--- config.mk ---
export PLATFORM = sky130hd
export DESIGN_NAME = wptr_full_gen
export DESIGN_NICKNAME = d
export VERILOG_FILES = /design/src/rtl/fifo_pkg.sv /design/src/rtl/gray2bin.sv /design/src/rtl/wptr_full_gen.sv
export SDC_FILE = /design/constraint.sdc
export NUM_CORES = 1
export LEC_CHECK = 0
export BUFFER_PORTS_ARGS = -buffer_cell sky130_fd_sc_hd__buf_2
export CAP_MARGIN = 20
export CORE_AREA = 5 5 42 44
export DETAILED_ROUTE_END_ITERATION = 8
export DIE_AREA = 0 0 47 49
export GPL_TIMING_DRIVEN = 0
export PLACE_DENSITY = 0.66
export REMOVE_ABC_BUFFERS = 1
export SLEW_MARGIN = 10
export SYNTH_ARGS = -nofsm -noshare
export SYNTH_HDL_FRONTEND = slang
export SYNTH_SLANG_ARGS = --single-unit
--- constraint.sdc ---
create_clock -name clk -period 1.75 [get_ports clk]
set_clock_uncertainty 0.05 [all_clocks]
set_input_delay 0.2625 -clock clk [delete_from_list [all_inputs] [get_ports clk]]
set_output_delay 0.2625 -clock clk [all_outputs]
set_load 0.1 [all_outputs]
--- src/rtl/fifo_pkg.sv ---
// Shared constants and Gray/binary helpers for the asynchronous FIFO pointer generators.
package fifo_pkg;

    localparam int unsigned ADDR_WIDTH = 4;
    localparam int unsigned PTR_WIDTH  = ADDR_WIDTH + 1;
    localparam int unsigned DEPTH      = 1 << ADDR_WIDTH;

    // Both helpers work on 32 bits so callers with any pointer width can zero-extend and truncate.
    function automatic logic [31:0] bin_to_gray(input logic [31:0] b);
        return b ^ (b >> 1);
    endfunction

    function automatic logic [31:0] gray_to_bin(input logic [31:0] g);
        logic [31:0] b;
        for (int i = 0; i < 32; i++) begin
            b[i] = ^(g >> i);
        end
        return b;
    endfunction

endpackage

--- src/rtl/gray2bin.sv ---
// Combinational Gray-to-binary converter; each binary bit is the XOR of all Gray bits at or above it.
module gray2bin #(
    parameter int unsigned WIDTH = 5
) (
    input  logic [WIDTH-1:0] gray,
    output logic [WIDTH-1:0] bin
);

    always_comb begin
        bin = '0;
        for (int i = 0; i < int'(WIDTH); i++) begin
            bin[i] = ^(gray >> i);
        end
    end

endmodule

--- src/rtl/wptr_full_gen.sv ---
// Write-domain pointer and full-flag generator for the asynchronous FIFO.
// Define WPTR_AF_EN to add the registered almost_full output and its fill-level logic.
module wptr_full_gen #(
    parameter int unsigned ADDR_WIDTH = fifo_pkg::ADDR_WIDTH
`ifdef WPTR_AF_EN
    ,
    parameter int unsigned AF_THRESH  = 14
`endif
) (
    input  logic                  clk,
    input  logic                  reset,
    input  logic                  winc,
    input  logic [ADDR_WIDTH:0]   rq2_wptr_rptr,
    output logic                  wen,
    output logic [ADDR_WIDTH-1:0] waddr,
    output logic [ADDR_WIDTH:0]   wptr,
    output logic                  wfull
`ifdef WPTR_AF_EN
    ,
    output logic                  almost_full
`endif
);

    import fifo_pkg::*;

    localparam int unsigned PtrW = ADDR_WIDTH + 1;

    logic [PtrW-1:0] wbin_q, wbin_d;
    logic [PtrW-1:0] wptr_q, wgray_d;
    logic [PtrW-1:0] rptr_full_cmp;
    logic            wfull_q, wfull_d;

    assign wen   = winc & ~wfull_q;
    assign waddr = wbin_q[ADDR_WIDTH-1:0];
    assign wptr  = wptr_q;
    assign wfull = wfull_q;

    // Full when the next write pointer sits exactly one lap ahead: top two Gray bits inverted.
    assign rptr_full_cmp = {~rq2_wptr_rptr[PtrW-1:PtrW-2], rq2_wptr_rptr[PtrW-3:0]};

    always_comb begin
        wbin_d  = wbin_q + PtrW'(wen);
        wgray_d = PtrW'(bin_to_gray(32'(wbin_d)));
        wfull_d = (wgray_d == rptr_full_cmp);
    end

    always_ff @(posedge clk) begin
        if (reset) begin
            wbin_q  <= '0;
            wptr_q  <= '0;
            wfull_q <= 1'b0;
        end else begin
            wbin_q  <= wbin_d;
            wptr_q  <= wgray_d;
            wfull_q <= wfull_d;
        end
    end

`ifdef WPTR_AF_EN
    logic [PtrW-1:0] rbin_s;
    logic [PtrW-1:0] level;
    logic            af_q, af_d;

    gray2bin #(
        .WIDTH(PtrW)
    ) u_gray2bin (
        .gray(rq2_wptr_rptr),
        .bin (rbin_s)
    );

    // Modular subtraction gives the true fill level because pointers carry one extra wrap bit.
    always_comb begin
        level = wbin_d - rbin_s;
        af_d  = (level >= PtrW'(AF_THRESH));
    end

    always_ff @(posedge clk) begin
        if (reset) begin
            af_q <= 1'b0;
        end else begin
            af_q <= af_d;
        end
    end

    assign almost_full = af_q;
`endif

endmodule

After elaboration in Yosys (flattened, before gate mapping)
Index checks and enable logic that the tools add are counted.
{ "totals": {"regBits": 11, "latch_bits": 0, "ram_bits": 0, "rom_bits": 0, "inputBits": 8, "wordCells": 9, "mem_count": 0} }
{ "op_classes": {"add_sub_neg": 1, "mul": 0, "div": 0, "order_cmp": 0, "n_eq_ne": 1, "n_shift": 0, "mux": 0, "n_bitwise": 4, "n_reduce_logical": 0} }
{ "ops": {"columns": ["operator", "n"], "rows": [
  ["adder 5 x 1 -> 5 bit", 1],
  ["equality test 5 bit", 1],
  ["bitwise XOR 5 x 4 -> 5 bit", 1],
  ["inverter 2 bit", 1],
  ["AND 1 bit", 1],
  ["inverter 1 bit", 1]
]} }

Depth between registers and ports, before layout
Gate-level depths: netlist (run 1).
{ "depth": {"word_depth": 5, "mapped_depth": 7, "ltp_nobuf": 7} }

Worst setup path before layout (run 1)
OpenSTA, ideal clock, no wires.
{ "synth_timing": {"path_kind": "register -> register", "start": "register wfull_q (netlist: wfull)", "end": "register wfull_q (netlist: wfull)", "arrival_time_ns": 3.702, "t_required_ns": 1.612, "path_slack_ns": -2.089, "stages_incl_launch_ff": 8, "n_path_buf": 0, "synth_period_minus_slack_ns": 3.839, "cell_sequence": "dfxtp_1 > nor2b_1 > ha_1 > ha_1 > nand3_1 > xnor2_1 > or3_1 > nor4_2"} }
{ "synth_via": {"elab_chain_cells": 5} }
{ "synth_lines": {"columns": ["element", "line", "text"], "rows": [
  ["start: declaration", "wptr_full_gen.sv:31", "logic wfull_q, wfull_d;"],
  ["start signal: assignment", "wptr_full_gen.sv:55", "wfull_q <= wfull_d;"],
  ["inverter 1 bit", "wptr_full_gen.sv:33", "assign wen = winc & ~wfull_q;"],
  ["AND 1 bit", "wptr_full_gen.sv:33", null],
  ["named net wen", "wptr_full_gen.sv:14", "output logic wen,"],
  ["adder 5 x 1 -> 5 bit", "wptr_full_gen.sv:42", "wbin_d = wbin_q + PtrW'(wen);"],
  ["bitwise XOR 5 x 4 -> 5 bit", "fifo_pkg.sv:10", "return b ^ (b >> 1);"],
  ["equality test 5 bit", "wptr_full_gen.sv:44", "wfull_d = (wgray_d == rptr_full_cmp);"]
]} }
The timed path passes the listed nets, and every way through them passes these cells.
A chain may end at the register's enable or synchronous reset.

Worst setup path after layout (run 1)
{ "layout_timing": {"start": "register wfull_q (netlist: wfull)", "end": "register wfull_q (netlist: wfull)"} }
{ "layout_via": {"elab_chain_cells": 5} }
{ "layout_lines": {"columns": ["element", "line", "text"], "rows": [
  ["inverter 1 bit", "wptr_full_gen.sv:33", null],
  ["AND 1 bit", "wptr_full_gen.sv:33", null],
  ["adder 5 x 1 -> 5 bit", "wptr_full_gen.sv:42", null],
  ["named net wbin_d[1]", "wptr_full_gen.sv:28", "logic [PtrW-1:0] wbin_q, wbin_d;"],
  ["bitwise XOR 5 x 4 -> 5 bit", "fifo_pkg.sv:10", null],
  ["equality test 5 bit", "wptr_full_gen.sv:44", null]
]} }
The timed path passes the listed nets, and every way through them passes these cells.

==> out/metrics.yaml, run 1 <==
detailed_routing:
  drtIter0Drc: 3
  routedWlPerCell_um: 12.02
  drtPass1Iterations: 4
  vias: 401
  drc: 0
  ant_nets: 0
  drt_wl_total_um: 1058
  vias_per_cell: 4.557
sta:
  setup_violations: 1
  fmax_mhz: 571.4
  hold_violations: 0
  rsz0062_at_grt: "true"
  tightest_slew_ns: 0.4871
  fin_crit_sh_pct: 100.0
  slew_headroom_pct: 67.75
  drv_slew: 0
  setup_ws_ns: -0.0002276
  tns_ns: -0.0002276
  period_needed_ns: 1.750
pwr:
  p_per_area_nw_per_um2: 965.7
  p_leak_nw: 0.3195
  irDropWorstVdd_uv: 661.8
critical_path:
  critPathArrivalTime_ns: 1.89
  r2r_slack_ns: -0.0002
  crit-reg2reg-capture: "wfull"
  required_ns: 1.89
  endpoint_kind: "flip-flop"
  criticalPathCategory: "reg2reg"
  critPathMaxFanout: 2
  r2r_cells: 7
  r2r-start: "wfull"
  start_kind: "flip-flop"
cts:
  postCtsHoldBufs: 0
  h-tree-depth: 1
  cts_made_buffers: 3
  numClockSinks: 10
  clk_pin_slew_worst_paths_ns: 0.07
  clock_latency_ns: 0.27
  clockBufferDepth: 2
  cts_tree: "done"
  cts-root-buf: "clkbuf_4"
worst_hold_path:
  worstHoldEndpoint: "wfull"
  min_delay_path_depth: 3
  hold_path_class: "in2reg"
  min_from: "rq2_wptr_rptr[2]"
placed_design:
  port_buffers: 18
  placedInstanceArea_um2: 595.6
  pre_cts_slack_ns: -0.3269
  place_congestion: 0.6945
  dpl.hpwl_um: 734.4
die:
  initial_utilization_pct: 34.91
  die_w_um: 47
  die_area_um2: 2303
  coreArea_um2: 1401
  fp-row-count: 14
  boundaryPins: 19
  fp.dieH_um: 49
logic_synthesis:
  netlist_area_um2: 489.2
  postSynthCellCount: 46
  synth-seq-area-share_pct: 40.92
  synth-seq-cells: 10
  postSynthAreaPerCell_um2: 10.64
  ys_warn_count: 0
  synth_cell_type_count: 15
grt:
  track_usage_pct: 9.618
  grt_start_max_net_pins: 11
  grt_pass1_wl_um: 1552
  grt_pass1_vias: 362
  gr-total-overflow: 0
  antenna_found_initial: 0
layout:
  n_antenna_cell: 0
  syn2layout_area_growth_pct: 49.62
  drive_gt1_share_pct: 52.78
  design_area_um2: 732.0
  n_fill_cell: 145
  nets: 83
run_status:
  failed_checks: "setup timing"
  status: "finished, violations left"
job:
  max-cap-violations: 0
==> kinds of logic after synthesis <==
logic type	count (synthesis)	synth area share [%]
buf+inv	1	0.7665
xor+xnor	15	31.46
flops	10	40.92
compound gates	3	5.372
simple gates	15	16.37
fa+ha+maj	2	5.114
==> power by group <==
part / total, W / switching, W / internal, W
clock: 0.000207 / 0.0000810 / 0.000126
combinational: 0.000251 / 0.000168 / 0.0000824
sequential: 0.000249 / 0.00000779 / 0.000241
total: 0.000707 / 0.000257 / 0.000450
==> cells in the mapped netlist <==
cell type  instances  area [um^2]
dfxtp_1           10        200.2
nor2_1             7        26.28
xnor2_1            7        61.31
xor2_1             5        43.79
nor2b_1            3        18.77
xnor2_2            3        48.80
ha_1               2        25.02
nand3_1            2        10.01
a21bo_1            1        10.01
a21boi_0           1        7.510
clkbuf_1           1        3.750
nand4_1            1        6.260
nor4_2             1        12.51
o2bb2ai_1          1        8.760
or3_1              1        6.260
==> repair_timing <==
item                       4_1_cts  5_1_grt
setup endpoints to repair        2        2
buffers inserted                 3        2
pin swaps                        4        2
gates resized for setup          6        5
==> layout by cell type, fill, tap and decap left out, types with 2 or more instances in the layout <==
cell and instances:
buf_2 18, xor2_2 2, clkbuf_4 3, xor2_1 3
nor2b_1 2, xnor2_1 7, xnor2_2 2, nor2_1 7
dfxtp_1 10, buf_4 5
==> stage by stage <==
step,total power (W),std cells,hold WS [ns],util (%)
floorplan,0.0004298,45,0.2841,-
global placement,0.0004633,79,0.5198,42.50
detailed placement,0.0004648,79,0.5199,42.50
CTS,0.0006968,86,0.2243,48.30
global route,0.0007422,88,0.2338,52.23
finish,0.0007069,88,0.2346,52.23
==> worst max-delay path, stage by stage, from the launching register on <==
cell	delay [ns]
dfxtp_1	0.31
nor2b_2	0.13
ha_2	0.23
ha_4	0.23
xnor2_4	0.13
xnor2_1	0.12
or3_1	0.33
nor4_2	0.13
==> state kept, by name (all words and copies together) (netlist names) <==
name    flops
wptr        4
wbin_q      5
wfull       1
==> layout make-up <==
cell class	instances	area, um^2	area share (%)
clock buffers	4	36.28	4.957
multi-input cells	35	347.8	47.52
flip-flops and latches	10	200.2	27.35
well taps	16	20.02	2.735
repair buffers	23	127.6	17.44
==> layer usage <==
metal  routed length (um)  track usage [%]  share of wire [%]
met1                  420            11.58                 40
met2                  514            13.80                 49
met3                  112            6.273                 11
met4                   10            2.765               0.95
met5                    0                0                  0
==> worst max path at each step <==
stage / start / endpoint / slack [ns] / cells past startpoint
floorplan: wfull / wfull / -2.09 / 7
global placement: winc / wfull / -0.30 / 8
detailed placement: winc / wfull / -0.33 / 8
CTS: wfull / wfull / 0.004 / 7
global route: wfull / wfull / -0.06 / 7
finish: wfull / wfull / -0.0002 / 7
(Power assumes the default switching activity.)
==> run 2: changes to the inputs <==
--- a/config.mk
+++ b/config.mk
@@ -5,13 +5,14 @@
 export SDC_FILE = /design/constraint.sdc
 export NUM_CORES = 1
 export LEC_CHECK = 0
+export ABC_AREA = 1
 export BUFFER_PORTS_ARGS = -buffer_cell sky130_fd_sc_hd__buf_2
 export CAP_MARGIN = 20
-export CORE_AREA = 5 5 42 44
+export CORE_MARGIN = 5
+export CORE_UTILIZATION = 42
 export DETAILED_ROUTE_END_ITERATION = 8
-export DIE_AREA = 0 0 47 49
 export GPL_TIMING_DRIVEN = 0
-export PLACE_DENSITY = 0.66
+export PLACE_DENSITY = 0.72
 export REMOVE_ABC_BUFFERS = 1
 export SLEW_MARGIN = 10
 export SYNTH_ARGS = -nofsm -noshare
==> run 2 against run 1 <==
The run now ends clean; worst hold slack better by 0.021 ns; sequential power hardly changed; count of clock-buffer cells in the layout decreased by 1; via count grew 52%; first-iteration DRC count rose to 3.0 times the previous value; flip-flop and latch count stayed put; sequential share of layout area rose by 0.43 points; largest power group is now registers; die area shrank 6.3%; register-to-register slack improved by 0.14 ns; non-clock buffer count decreased by 3; maximum frequency up 8.4%; largest cell class unchanged; critical endpoint is now waddr[2]; wire length grew 24%.
==> out/metrics.yaml, run 2 <==
layout:
  n_antenna_cell: 0
  finalNonFillerCells: 120
  drive_gt1_share_pct: 33.33
  multi_input_area_um2: 340.3
  largest_register_ffs: 5
  syn2layout_area_growth_pct: 29.15
  fin_util_pct: 56.09
  top_register: "wbin_q"
  layout_commonest_cell: "nand2_1"
  nets: 117
  layout_common_cells: "nand2_1 (26), buf_2 (18), dfxtp_1 (10)"
  n_fill_cell: 137
  seq_area_um2: 200.2
  design_area_um2: 720.7
die:
  die_w_um: 46.45
  initial_utilization_pct: 43.43
  coreArea_um2: 1285
  die_area_um2: 2158
  fp.dieH_um: 46.45
  fp-row-count: 13
  boundaryPins: 19
sta:
  period_needed_ns: 1.615
  setup_ws_ns: 0.1355
  fin_crit_sh_pct: 92.26
  setup_violations: 0
  hold_violations: 0
  drv_slew: 0
  tightest_slew_ns: 0.4858
  rsz0062_at_grt: "false"
  slew_headroom_pct: 67.83
  fmax_mhz: 619.4
placed_design:
  dp.cells: 115
  dpl.hpwl_um: 991.8
  placedInstanceArea_um2: 655.6
  port_buffers: 18
  pre_cts_slack_ns: -0.2099
  place_congestion: 0.7602
logic_synthesis:
  yosys-top-cells-count: "nand2_1 (27), dfxtp_1 (10), nor2_1 (10), inv_1 (9), nand3_1 (8)"
  yosysTopAreaCell: "dfxtp_1"
  synthTopCellsByArea: "dfxtp_1 (36%), nand2_1 (18%), nand3_1 (7.2%)"
  async_flop_share_pct: 0
  yosysMostFrequentCell: "nand2_1"
  postSynthAreaPerCell_um2: 6.643
  yosysTopAreaCellShare_pct: 35.87
  synth_cell_type_count: 14
  postSynthCellCount: 84
  ys_warn_count: 0
  synth-seq-cells: 10
  synth_ff_type: "dfxtp_1"
  synth-seq-area-share_pct: 35.87
  netlist_area_um2: 558.0
  synth-edff-count: 0
cts:
  cts_tree: "done"
  numClockSinks: 10
  h-tree-depth: 1
  clock_latency_ns: 0.26
  cts-root-buf: "clkbuf_4"
  cts_made_buffers: 3
  postCtsHoldBufs: 0
  clockBufferDepth: 2
  clk_pin_slew_worst_paths_ns: 0.06
critical_path:
  path_depth: 1
  crit_start: "wbin_q[2]"
  slowest_stage: "dfxtp_1"
  criticalPathCategory: "reg2out"
  r2r-start: "wfull"
  endpoint: "waddr[2]"
  endpoint_kind: "output port"
  r2r_cells: 10
  path_buf_inv: 1
  crit-reg2reg-capture: "wfull"
  max_stage_delay_ns: 0.54
  cp_cell_sequence: "buf_2"
  crit_family: "flip-flops"
  r2r_slack_ns: 0.14
  required_ns: 1.44
  start_kind: "flip-flop"
  critPathArrivalTime_ns: 1.30
  critPathMaxFanout: 10
detailed_routing:
  vias_per_cell: 5.075
  vias: 609
  ant_nets: 0
  routedWlPerCell_um: 10.90
  drc: 0
  drt_wl_total_um: 1308
  drtIter0Drc: 9
  drtPass1Iterations: 4
grt:
  gr-total-overflow: 0
  track_usage_pct: 14.43
  grt_pass1_vias: 537
  grt_pass1_wl_um: 2152
  antenna_found_initial: 0
  grt_start_max_net_pins: 11
pwr:
  p_per_area_nw_per_um2: 838.2
  irDropWorstVdd_uv: 632.1
  p_leak_nw: 0.3800
job:
  max-cap-violations: 0
worst_hold_path:
  hold_path_class: "in2reg"
  min_from: "reset"
run_status:
  status: "completed"
==> run 2: power by group <==
part	total (W)	internal (W)	switching [W]
clock	0.000152	0.0000792	0.0000728
sequential	0.000248	0.000240	0.00000811
combinational	0.000204	0.0000504	0.000154
total	0.000604	0.000369	0.000235
==> run 2: final cells by class <==
class / instances / area share, %
multi-input combinational: 63 / 47.22
sequential: 10 / 27.78
timing repair buffer: 20 / 14.58
inverter: 9 / 4.688
clock buffer: 3 / 3.125
tap: 15 / 2.604
==> run 2: how the worst min path moves through the flow <==
stage	end	cells after the start
floorplan	wptr[0]	1
finish	wptr[3]	2
CTS	wptr[3]	2
detailed placement	wptr[3]	2
global route	wptr[2]	2
global placement	wbin_q[3]	2
==> run 2: per-stage QoR <==
| stage | hold slack, ns | total power, W | setup TNS, ns |
|---|---|---|---|
| 2_1_floorplan | 0.2816 | 0.0004077 | -15.45 |
| 4_1_cts | 0.2454 | 0.0005982 | 0 |
| 5_1_grt | 0.2505 | 0.0006344 | 0 |
| 6_report | 0.2553 | 0.0006041 | 0 |
| 3_5_place_dp | 0.5216 | 0.0004431 | -0.3323 |
| 3_3_place_gp | 0.5163 | 0.0004402 | -0.1330 |
==> run 2: kinds of logic (layout without fill, tap and decap cells) <==
family / Yosys count / count (layout) / synth area share (%)
buffers and inverters: 11 / 32 / 8.071
flip-flops: 10 / 10 / 35.87
XOR/XNOR: 1 / 1 / 2.916
AND/OR/NAND/NOR: 56 / 56 / 45.07
adder cells (fa/ha/maj): 2 / 2 / 4.484
AO/OA/AOI/OAI: 4 / 4 / 3.588
==> run 2: per-layer routing <==
layer	GRT usage (%)	vias to the layer above	share of wire, %
met1	16.51	273	43
met4	10.23	0	2.6
li1	-	314	-
met3	4.297	4	6.7
met2	22.53	18	48
met5	0	-	0
==> run 2: timing repair <==
action / 4_1_cts / 5_1_grt
resized for setup: 4 / 4
pin swaps: 1 / 4
setup buffers: 1 / 1
setup endpoints to repair: 3 / 1
hold endpoints to repair: 0 / 0
==> run 3: changes to the inputs <==
--- a/config.mk
+++ b/config.mk
@@ -8,7 +8,7 @@
 export ABC_AREA = 1
 export BUFFER_PORTS_ARGS = -buffer_cell sky130_fd_sc_hd__buf_2
 export CAP_MARGIN = 20
-export CORE_MARGIN = 5
+export CORE_MARGIN = 2
 export CORE_UTILIZATION = 42
 export DETAILED_ROUTE_END_ITERATION = 8
 export GPL_TIMING_DRIVEN = 0
==> run 3 against run 2 <==
Core utilization up 1.0 points; cell area up 0.52%; largest power group unchanged; worst setup slack worse by 0.011 ns; maximum frequency down 0.67%; non-clock buffer count down 1; wire length down 9.8%; cell count unchanged; register-to-register slack better by 0.02 ns; first-iteration DRC count up 11%; worst hold slack worse by 0.015 ns; sequential share of layout area down 0.14 points.
==> out/metrics.yaml, run 3 (synthesis gave the netlist of run 2 again) <==
critical_path:
  start_kind: "flip-flop"
  cp_cell_sequence: "buf_2"
  endpoint_kind: "output port"
  criticalPathCategory: "reg2out"
  required_ns: 1.44
  critPathArrivalTime_ns: 1.31
  max_stage_delay_ns: 0.56
  slowest_stage: "dfxtp_1"
  crit_family: "flip-flops"
  critPathMaxFanout: 10
  path_buf_inv: 1
die:
  initial_utilization_pct: 43.98
  die_w_um: 40.45
  fp.dieH_um: 40.45
  fp-row-count: 13
  boundaryPins: 19
  coreArea_um2: 1269
  die_area_um2: 1636
detailed_routing:
  drtPass1Iterations: 4
  routedWlPerCell_um: 9.833
  vias: 586
  vias_per_cell: 4.883
  drtIter0Drc: 10
  ant_nets: 0
  drc: 0
  drt_wl_total_um: 1180
cts:
  h-tree-depth: 1
  clockBufferDepth: 2
  numClockSinks: 10
  cts-root-buf: "clkbuf_4"
  clk_pin_slew_worst_paths_ns: 0.06
  cts_made_buffers: 3
  clock_latency_ns: 0.25
  postCtsHoldBufs: 0
  cts_tree: "done"
run_status:
  status: "completed"
layout:
  top_register: "wbin_q"
  finalNonFillerCells: 120
  syn2layout_area_growth_pct: 29.82
  n_fill_cell: 133
  multi_input_area_um2: 337.8
  nets: 116
  n_antenna_cell: 0
  drive_gt1_share_pct: 32.38
  layout_commonest_cell: "nand2_1"
  seq_area_um2: 200.2
  layout_common_cells: "nand2_1 (27), buf_2 (18), dfxtp_1 (10)"
  largest_register_ffs: 5
sta:
  tightest_slew_ns: 0.4871
  hold_ws_ns: 0.2406
  rsz0062_at_grt: "false"
  tns_ns: 0
  hold_violations: 0
  drv_slew: 0
  period_needed_ns: 1.625
  setup_violations: 0
  slew_headroom_pct: 67.75
  fmax_mhz: 615.3
  setup_ws_ns: 0.1247
  fin_crit_sh_pct: 92.88
placed_design:
  dpl.hpwl_um: 894.1
  port_buffers: 18
  dp.cells: 115
  place_congestion: 0.7545
  pre_cts_slack_ns: -0.1742
pwr:
  irDropWorstVdd_uv: 755.5
  p_per_area_nw_per_um2: 891.6
  p_leak_nw: 0.3829
grt:
  grt_use_met2_pct: 28.17
  gr-total-overflow: 0
  track_usage_pct: 17.60
  grt_pass1_wl_um: 1869
  grtUsageMet1_pct: 21.74
  grt_pass1_vias: 471
  grt_start_max_net_pins: 11
  antenna_found_initial: 0
  busiest_layer: "met2"
  grtUsageMet3_pct: 3.333
job:
  max-cap-violations: 0
worst_hold_path:
  hold_path_class: "in2reg"
-- run 3: changes by cell type in the layout (fill, tap and decap cells not counted) --
cell / delta
buf_4: -1
clkbuf_8: +1
nand2_1: +1
nand2_2: -1
-- run 3: metal layers --
metal / wire (um) / share of wire [%]
met1: 586 / 50
met2: 511 / 43
met3: 61 / 5.2
met4: 21 / 1.8
met5: 0 / 0
-- run 3: what timing repair did --
item                       in CTS  in global routing
buffers inserted                1                  0
pin swaps                       1                  4
setup endpoints to repair       2                  1
gates resized for setup         3                  4
-- run 3: path summary, 6_finish.rpt --
check / slack (ns) / end / depth (start not counted) / startpoint
hold reg to reg: 0.61 / wptr[3] / 4 / wbin_q[4]
setup / recovery: 0.12 / waddr[2] / 1 / wbin_q[2]
hold / removal: 0.24 / wptr[2] / 2 / reset
setup reg to reg: 0.16 / wfull / 10 / wfull
-- run 3: layout make-up --
class | count | share of cell area [%]
inverters | 9 | 4.663
clock buffers | 4 | 5.009
multi-input cells | 63 | 46.63
well taps | 15 | 2.591
flip-flops and latches | 10 | 27.63
repair buffers | 19 | 13.47
-- run 3: power by group --
group / total (W) / switching (W) / internal [W]
registers: 0.000249 / 0.00000867 / 0.000240
logic: 0.000201 / 0.000152 / 0.0000488
clock network: 0.000196 / 0.0000705 / 0.000126
-- run 3: through the flow --
step / area [um^2] / util (%) / total power (W)
floorplan: 546.8 / - / 0.0004077
detailed placement: 655.6 / 51.68 / 0.0004431
global placement: 655.6 / 51.68 / 0.0004399
finish: 724.4 / 57.10 / 0.0006459
global route: 724.4 / 57.10 / 0.0006894
CTS: 706.9 / 55.72 / 0.0006483
